## config.mk

```make
export PLATFORM = sky130hd
export DESIGN_NAME = ebi_vram_write_scheduler
export DESIGN_NICKNAME = d
export VERILOG_FILES = /design/src/rtl/ebi_vram_write_scheduler_pkg.sv /design/src/rtl/ebi_vram_write_scheduler_sync_fifo.sv /design/src/rtl/ebi_vram_write_scheduler.sv
export SDC_FILE = /design/constraint.sdc
export NUM_CORES = 1
export LEC_CHECK = 0
export CAP_MARGIN = 5
export CORE_UTILIZATION = 35
export DETAILED_ROUTE_END_ITERATION = 8
export SYNTH_ARGS = -nofsm -noshare
export SYNTH_HDL_FRONTEND = slang
export SYNTH_SLANG_ARGS = --single-unit
```

## constraint.sdc

```tcl
create_clock -name clk -period 7.15 [get_ports clk]
set_clock_uncertainty 0.05 [all_clocks]
set_input_delay 1.7875 -clock clk [delete_from_list [all_inputs] [get_ports clk]]
set_output_delay 1.7875 -clock clk [all_outputs]
set_load 0.05 [all_outputs]
```

## src/rtl/ebi_vram_write_scheduler_pkg.sv

```systemverilog
// Shared types for the EBI video-memory write scheduler: regions, scheduler states
// and the buffered write entry.
package ebi_pkg;

    localparam int EBI_AW = 16;
    localparam int EBI_DW = 16;

    typedef enum logic [1:0] {
        REG_TILE = 2'b00,
        REG_OAM  = 2'b01,
        REG_PAL  = 2'b10,
        REG_CTRL = 2'b11
    } region_t;

    typedef enum logic [1:0] {
        IDLE,
        WRITE,
        RENDER
    } sched_state_t;

    typedef struct packed {
        logic [EBI_AW-1:0] addr;
        logic [EBI_DW-1:0] data;
    } fifo_entry_t;

endpackage

```

## src/rtl/ebi_vram_write_scheduler_sync_fifo.sv

```systemverilog
// Synchronous FIFO with first-word-fall-through read data; a push into a full FIFO
// is accepted when a pop happens in the same cycle.
module sync_fifo #(
    parameter int WIDTH = 32,
    parameter int DEPTH = 8
) (
    input  logic                     clk,
    input  logic                     reset,
    input  logic                     push,
    input  logic [WIDTH-1:0]         wdata,
    input  logic                     pop,
    output logic [WIDTH-1:0]         rdata,
    output logic                     full,
    output logic                     empty,
    output logic [$clog2(DEPTH):0]   level
);

    localparam int AW = $clog2(DEPTH);

    logic [WIDTH-1:0] storage [DEPTH];
    logic [AW-1:0]    wr_ptr;
    logic [AW-1:0]    rd_ptr;
    logic [AW:0]      count;
    logic             push_ok;
    logic             pop_ok;

    assign full    = (count == (AW+1)'(DEPTH));
    assign empty   = (count == '0);
    assign level   = count;
    assign rdata   = storage[rd_ptr];
    assign pop_ok  = pop && !empty;
    assign push_ok = push && (!full || pop_ok);

    always_ff @(posedge clk) begin
        if (push_ok) begin
            storage[wr_ptr] <= wdata;
        end
    end

    always_ff @(posedge clk) begin
        if (reset) begin
            wr_ptr <= '0;
            rd_ptr <= '0;
            count  <= '0;
        end else begin
            if (push_ok) begin
                wr_ptr <= wr_ptr + AW'(1);
            end
            if (pop_ok) begin
                rd_ptr <= rd_ptr + AW'(1);
            end
            case ({push_ok, pop_ok})
                2'b10:   count <= count + (AW+1)'(1);
                2'b01:   count <= count - (AW+1)'(1);
                default: count <= count;
            endcase
        end
    end

endmodule

```

## src/rtl/ebi_vram_write_scheduler.sv

```systemverilog
// Buffers MCU writes, decodes them into memory regions or control registers and shares
// the memory write port with the renderer. Optional drop counter: EBI_DROP_COUNT_EN.
module ebi_vram_write_scheduler
    import ebi_pkg::*;
#(
    parameter int FIFO_DEPTH    = 8,
    parameter int NUM_CTRL_REGS = 4,
    parameter int MEM_AW        = 14
) (
    input  logic                            clk,
    input  logic                            reset,
    input  logic [15:0]                     address_in,
    input  logic [15:0]                     data_in,
    input  logic                            data_ready,
    input  logic                            render_req,
    input  logic                            overflow_clr,
    output logic                            render_grant,
    output logic                            mem_we,
    output logic [1:0]                      mem_region,
    output logic [MEM_AW-1:0]               mem_addr,
    output logic [15:0]                     mem_wdata,
    output logic [$clog2(FIFO_DEPTH):0]     fifo_level,
    output logic                            overflow,
    output logic [NUM_CTRL_REGS*16-1:0]     ctrl_regs
`ifdef EBI_DROP_COUNT_EN
    ,
    output logic [7:0]                      drop_count
`endif
);

    sched_state_t state;
    sched_state_t next_state;
    fifo_entry_t  push_entry;
    fifo_entry_t  head;
    region_t      head_region;
    logic [3:0]   ctrl_idx;
    logic         ctrl_idx_ok;
    logic         fifo_full;
    logic         fifo_empty;
    logic         pop;
    logic         do_mem;
    logic         do_ctrl;
    logic         drop;

    assign push_entry  = '{addr: address_in, data: data_in};
    assign head_region = region_t'(head.addr[15:14]);
    assign ctrl_idx    = head.addr[3:0];
    assign ctrl_idx_ok = (int'(ctrl_idx) < NUM_CTRL_REGS);
    assign drop        = data_ready && fifo_full && !pop;

    sync_fifo #(
        .WIDTH ($bits(fifo_entry_t)),
        .DEPTH (FIFO_DEPTH)
    ) u_fifo (
        .clk   (clk),
        .reset (reset),
        .push  (data_ready),
        .wdata (push_entry),
        .pop   (pop),
        .rdata (head),
        .full  (fifo_full),
        .empty (fifo_empty),
        .level (fifo_level)
    );

    // Renderer wins in IDLE; otherwise the FIFO head is consumed. Control writes
    // complete in place so back-to-back control writes run one per cycle.
    always_comb begin
        next_state = state;
        pop        = 1'b0;
        do_mem     = 1'b0;
        do_ctrl    = 1'b0;
        case (state)
            IDLE: begin
                if (render_req) begin
                    next_state = RENDER;
                end else if (!fifo_empty) begin
                    pop = 1'b1;
                    if (head_region == REG_CTRL) begin
                        do_ctrl = ctrl_idx_ok;
                    end else begin
                        do_mem     = 1'b1;
                        next_state = WRITE;
                    end
                end
            end
            WRITE: begin
                next_state = IDLE;
            end
            RENDER: begin
                if (!render_req) begin
                    next_state = IDLE;
                end
            end
            default: begin
                next_state = IDLE;
            end
        endcase
    end

    always_ff @(posedge clk) begin
        if (reset) begin
            state        <= IDLE;
            render_grant <= 1'b0;
            mem_we       <= 1'b0;
            mem_region   <= '0;
            mem_addr     <= '0;
            mem_wdata    <= '0;
            overflow     <= 1'b0;
            ctrl_regs    <= '0;
        end else begin
            state        <= next_state;
            render_grant <= (next_state == RENDER);
            mem_we       <= do_mem;
            if (do_mem) begin
                mem_region <= head.addr[15:14];
                mem_addr   <= head.addr[MEM_AW-1:0];
                mem_wdata  <= head.data;
            end
            for (int i = 0; i < NUM_CTRL_REGS; i++) begin
                if (do_ctrl && (ctrl_idx == 4'(i))) begin
                    ctrl_regs[i*16 +: 16] <= head.data;
                end
            end
            // A drop in the same cycle as a clear leaves the flag set.
            if (drop) begin
                overflow <= 1'b1;
            end else if (overflow_clr) begin
                overflow <= 1'b0;
            end
        end
    end

`ifdef EBI_DROP_COUNT_EN
    always_ff @(posedge clk) begin
        if (reset) begin
            drop_count <= '0;
        end else if (overflow_clr) begin
            drop_count <= drop ? 8'd1 : 8'd0;
        end else if (drop && (drop_count != 8'hFF)) begin
            drop_count <= drop_count + 8'd1;
        end
    end
`endif

endmodule

```

== After elaboration in Yosys (flattened, before gate mapping) ==
Memories as Yosys holds them, arrays and structs flattened. A register that Yosys moved wholly into a read port is not among the register bits.
Index checks and enable logic that the tools add are counted.

* Add/subtract/negate cells: 4
* Multipliers: 0
* Divide/modulo/power cells: 0
* Magnitude comparators: 1
* Equal/unequal tests: 9
* Shifts and indexed selects: 0
* Muxes and demuxes: 23
* Bitwise operators: 0
* Reduce and logical (&&, ||, !) cells: 17

{| class="wikitable"
|+ Operators with widths
! kind !! number
|-
| two-way mux 1 bit || 15
|-
| equality test 2 bit, second input constant || 4
|-
| equality test 4 x 2 -> 1 bit, second input constant || 2
|-
| logical AND 1 bit || 8
|-
| zero test 4 bit || 2
|-
| two-way mux 2 bit || 4
|-
| case mux 4 bit (2 select lines) || 1
|-
| adder 3 x 1 -> 3 bit, second input constant || 2
|-
| two-way mux 3 bit || 2
|-
| adder 4 x 1 -> 4 bit, second input constant || 1
|-
| equality test 4 x 1 -> 1 bit, second input constant || 1
|-
| equality test 4 bit, second input constant || 1
|-
| < comparator 4 x 3 -> 1 bit, second input constant || 1
|-
| case mux 2 bit (2 select lines) || 1
|-
| nonzero test 2 bit || 2
|-
| subtractor 4 x 1 -> 4 bit, second input constant || 1
|-
| zero test 1 bit || 3
|-
| equality test 2 x 1 -> 1 bit, second input constant || 1
|-
| zero test 2 bit || 1
|-
| logical OR 1 bit || 1
|}

* Register bits after elaboration: 111
* Latch bits: 0
* Bits in writable memories: 256
* Memory bits (read-only): 0
* Output and inout bits: 103
* Logic and storage cells: 69
* Memories: 1

{| class="wikitable"
|+ Memories
! memory !! words !! width !! read ports !! clocked after Yosys merged registers in !! wr ports !! RTL line !! text
|-
| u_fifo.storage || 8 || 32 || 1 || 1 || 1 || ebi_vram_write_scheduler_sync_fifo.sv:20 || <nowiki>logic [WIDTH-1:0] storage [DEPTH];</nowiki>
|}

== Depth between registers and ports, before layout ==
* Depth after elaboration: 9
* Depth in mapped cells: 11

== Hierarchy ==
Synthesis repeated with hierarchy kept, for this count alone.

* Cells, all modules: 830
* Area, all modules: 14128.6 um2

{| class="wikitable"
|+ Modules (own cells, without submodules)
! module !! instances !! cells each !! area an instance (um2) !! sequential area each (um2)
|-
| sync_fifo || 1 || 443 || 10248.6 || 7947.6
|-
| ebi_vram_write_scheduler || 1 || 387 || 3880.0 || 2001.9
|}

== Worst setup path after synthesis ==
OpenSTA, ideal clock, no wires.

* Path type: in2reg
* From: input render_req
* To: memory u_fifo.storage[2][0] (enable)
* Arrival time: 5785 ps
* Required time: 6587 ps
* Path slack: 802 ps
* Cell stages on the path: 3
* Path buffers: 0
* Cells stage by stage: nor3_1 -> o31ai_1 -> nor4b_1

* Word-level cells in the longest chain between the ends: 7

{| class="wikitable"
|+ Ends and longest elaborated chain
! element !! RTL line !! text
|-
| start, declared || ebi_vram_write_scheduler.sv:15 || <nowiki>input logic render_req,</nowiki>
|-
| two-way mux 1 bit || ebi_vram_write_scheduler.sv:75 || <nowiki>if (render_req) begin</nowiki>
|-
| two-way mux 1 bit || ebi_vram_write_scheduler.sv:73 || <nowiki>case (state)</nowiki>
|-
| logical AND 1 bit || ebi_vram_write_scheduler_sync_fifo.sv:31 || <nowiki>assign pop_ok = pop && !empty;</nowiki>
|-
| logical OR 1 bit || ebi_vram_write_scheduler_sync_fifo.sv:32 || <nowiki>assign push_ok = push && (!full || pop_ok);</nowiki>
|-
| logical AND 1 bit || ebi_vram_write_scheduler_sync_fifo.sv:32 ||
|-
| two-way mux 1 bit || ebi_vram_write_scheduler_sync_fifo.sv:35 || <nowiki>if (push_ok) begin</nowiki>
|-
| two-way mux 1 bit (not written as such) || ebi_vram_write_scheduler_sync_fifo.sv:36 || <nowiki>storage[wr_ptr] <= wdata;</nowiki>
|-
| end, declared || ebi_vram_write_scheduler_sync_fifo.sv:20 ||
|}

Every way passes these cells.

== Final worst setup path ==
* From: input render_req
* To: memory u_fifo.storage[6][29] (enable)

The elaborated chain is that of the path after synthesis.

==> summary.md <==
| Metric | Value |
|---|---|
| Status | complete, no violations |
| Worst-case hold slack | 0.4140 ns |
| Largest stage delay, worst path | 0.66 ns |
| Worst setup path class | input pin to flip-flop |
| Distinct cells, synth | 46 |
| Port bufs | 139 |
| Part of the power in registers | 0.477 |
| Worst path cell trace | clkdlybuf4s50_1 > nor3_1 > o31a_1 > nand2_1 > nor3b_2 > buf_4 |
| Tmin final | 4.405 ns |
| 1st-pass router iterations | 4 |
| CTS clk-pin slew, worst paths | 0.06 ns |
| Clock Sinks | 370 |
| Resized Gates After CTS | 0 |
| Cell internal pwr | 3.843 mW |
| Routed vias | 7614 |
| VDD IR-drop max | 162.4 uV |
| Seq cells post-synth | 370 |
| Layout cells sized above 1 | 0.1704 |
| Unrepaired setup endpoints after global routing | false |
| Number of global-route vias before repair | 7735 |
| First-pass GRT wire length | 46950 um |
| DIE WIDTH | 201.1 um |
| CP required | 7.28 ns |
| Async set-reset flop share out of synthesis | 0 |
| Standby leakage power | 5.360 nW |
| Die ar. | 40450 um2 |
| Clock root buffer master | clkbuf_16 |
| Mean Syn Cell Area | 16.99 um2 |
| Worst hold path class | flip-flop to flip-flop |
| Slew headroom | 0.1531 |
| Skew-Pair Late Insertion Delay | 0.54 ns |
| Fin. max-slew vios | 0 |
| Fillers | 3463 |
| Total GRT Usage | 0.1514 |
| Grt ovf | 0 |
| Most frequent cells in the layout | 256 x edfxtp_1, 138 x clkdlybuf4s50_1, 111 x dfxtp_1 |
| Register area | 9976 um2 |
| Tightest Pin Transition | 1.270 ns |
| Most common cell after layout, fill and taps aside | edfxtp_1 |
| Synth Instances | 817 |
| Routed len/inst | 20.16 um |
| Synth area leaders | edfxtp_1 55%, dfxtp_1 16%, mux4_2 9.4% |
| Switching power | 1.273 mW |
| I/O pins | 140 |
| Setup violation total in the final timing report | 0 |
| Dominant synthesized flop cell | edfxtp_1 |
| Core Region | 38920 um2 |
| HPWL Detailed | 18640 um |
| Fmax achieved | 227.0 MHz |
| N_diodes | 0 |
| Initial core utilization | 0.3566 |
| DR vias/cell | 5.042 |
| Power share of the clock group | 0.399 |
| Ys Warns | 0 |
| Syn Nets | 857 |
| Crit path max-delay cell type | nor3b_2 |
| CTS Hold Bufs | 0 |
| Die Height | 201.1 um |
| Post-CTS setup repair buffer count | 0 |
| Max_cap viols | 0 |
| Yosys top cell by area | edfxtp_1 |
| Initial DRC count | 406 |
| Final hold viol count | 0 |
| H-Tree Depth | 2 |
| Antenna violations before repair | 2 |
| Sw Share | 0.2489 |
| Power Dens Cells | 298.3 nW/um2 |
| Setup TNS | 0 ns |
| Worst setup EP type | flip-flop |
| Final ANT Viol Nets | 0 |
| Worst path arrival time | 4.54 ns |
| RePlAce Congestion | 0.7183 |
| CTS tree | yes |
| CTS max path bufs | 3 |
| Startpoint Class | input pin |
| Fin crit share | 0.6161 |
| Comb power frac | 0.124 |
| DRT Wirelength | 30440 um |
| Seq/Total Area, Yosys | 0.7184 |
| Residual DRC | 0 |
| Final net count | 1002 |
| EDFF count, synth | 256 |
| Area occupied by multi-input gates | 3452 um2 |
| Top cell type's share of synthesized area | 0.5539 |
| Synth-to-Final Area Change | 23.59% |
| Synthesized area | 13880 um2 |
| Max FO, Critical Path | 25 |
| Row Count | 72 |
| Largest net degree at the start of global routing | 113 |
| CTS Buf Count | 39 |
[per-layer routing]
| layer | up-vias | global-route usage | routed length [um] |
|---|---|---|---|
| met4 | 4 | 0.04253 | 557 |
| met3 | 52 | 0.03272 | 1654 |
| met5 | - | 0 | 26 |
| met1 | 3849 | 0.2105 | 14020 |
| met2 | 222 | 0.2390 | 14180 |
| li1 | 3487 | - | - |
[cell usage after synthesis, drive strengths merged, types with 2 or more instances]
cell type	number
a211oi	29
a21oi	4
a221oi	65
and2b	8
and3	2
buf	19
clkbuf	34
dfxtp	114
edfxtp	256
ha	3
inv	66
mux2	7
mux2i	36
mux4	60
nand2	12
nand2b	2
nand3	2
nor2	46
nor2b	12
nor3	8
nor3b	4
o2111a	2
o21ai	2
o22ai	2
or3	3
or4	2
xnor2	4
xor2	3
[cell families after synthesis]
kind of cell	share of synthesized area
XOR/XNOR	0.004418
buffers and inverters	0.03768
adder cells (fa/ha/maj)	0.002705
flip-flops	0.7184
AO/OA/AOI/OAI	0.07005
multiplexers	0.1296
AND/OR/NAND/NOR	0.03724
[registers in the layout, indices dropped and copies added, names as in the netlist, named ones only]
| register | count |
|---|---|
| ctrl_regs | 64 |
| u_fifo.storage | 256 |
| overflow | 1 |
| u_fifo.rd_ptr | 3 |
| u_fifo.level | 4 |
| render_grant | 1 |
| state | 2 |
| u_fifo.wr_ptr | 3 |
| mem_wdata | 16 |
| mem_we | 1 |
| mem_addr | 14 |
| mem_region | 2 |
[layout make-up]
type | count | share of cell area
sequential | 370 | 0.5816
multi-input combinational | 328 | 0.2013
timing repair buffer | 157 | 0.08885
clock buffer | 51 | 0.06310
tap | 518 | 0.03779
inverter | 66 | 0.01444
clock inverter | 20 | 0.01298
[worst max-delay path, delay by kind of cell]
family,cells,cell delay (ns)
compound gates,1,0.38
buf+inv,2,0.92
simple gates,3,1.41
[per-stage QoR]
stage	area, um2	setup slack [ns]	std cells	power [mW]	util
after detailed placement	15850	2.141	1439	3.132	0.4072
after global routing	17150	2.453	1510	5.302	0.4407
final	17150	2.745	1510	5.116	0.4407
after floorplan	13880	0.8019	817	2.918	-
after CTS	17150	2.692	1510	5.178	0.4407
after global placement	15850	2.162	1439	3.123	0.4072
[power by group through the flow]
stage	clock network (mW)	logic, mW	registers (mW)
CTS	2.09	0.642	2.45
detailed placement	0	0.640	2.49
finish	2.04	0.634	2.44
floorplan	0	0.347	2.57
global placement	0	0.632	2.49
global route	2.17	0.678	2.46
[final timing paths]
check | startpoint | to | slack (ns) | cells after the start
setup / recovery | render_req | u_fifo.storage[6][29]$_DFFE_PP_ | 2.74 | 6
hold / removal | ctrl_regs[25]$_SDFFE_PP0P_ | ctrl_regs[25]$_SDFFE_PP0P_ | 0.41 | 2
setup reg to reg | flip-flop | ctrl_regs[8]$_SDFFE_PP0P_ | 3.22 | 6
hold reg to reg | ctrl_regs[25]$_SDFFE_PP0P_ | ctrl_regs[25]$_SDFFE_PP0P_ | 0.41 | 2
Power figures use the tool's default switching activity.
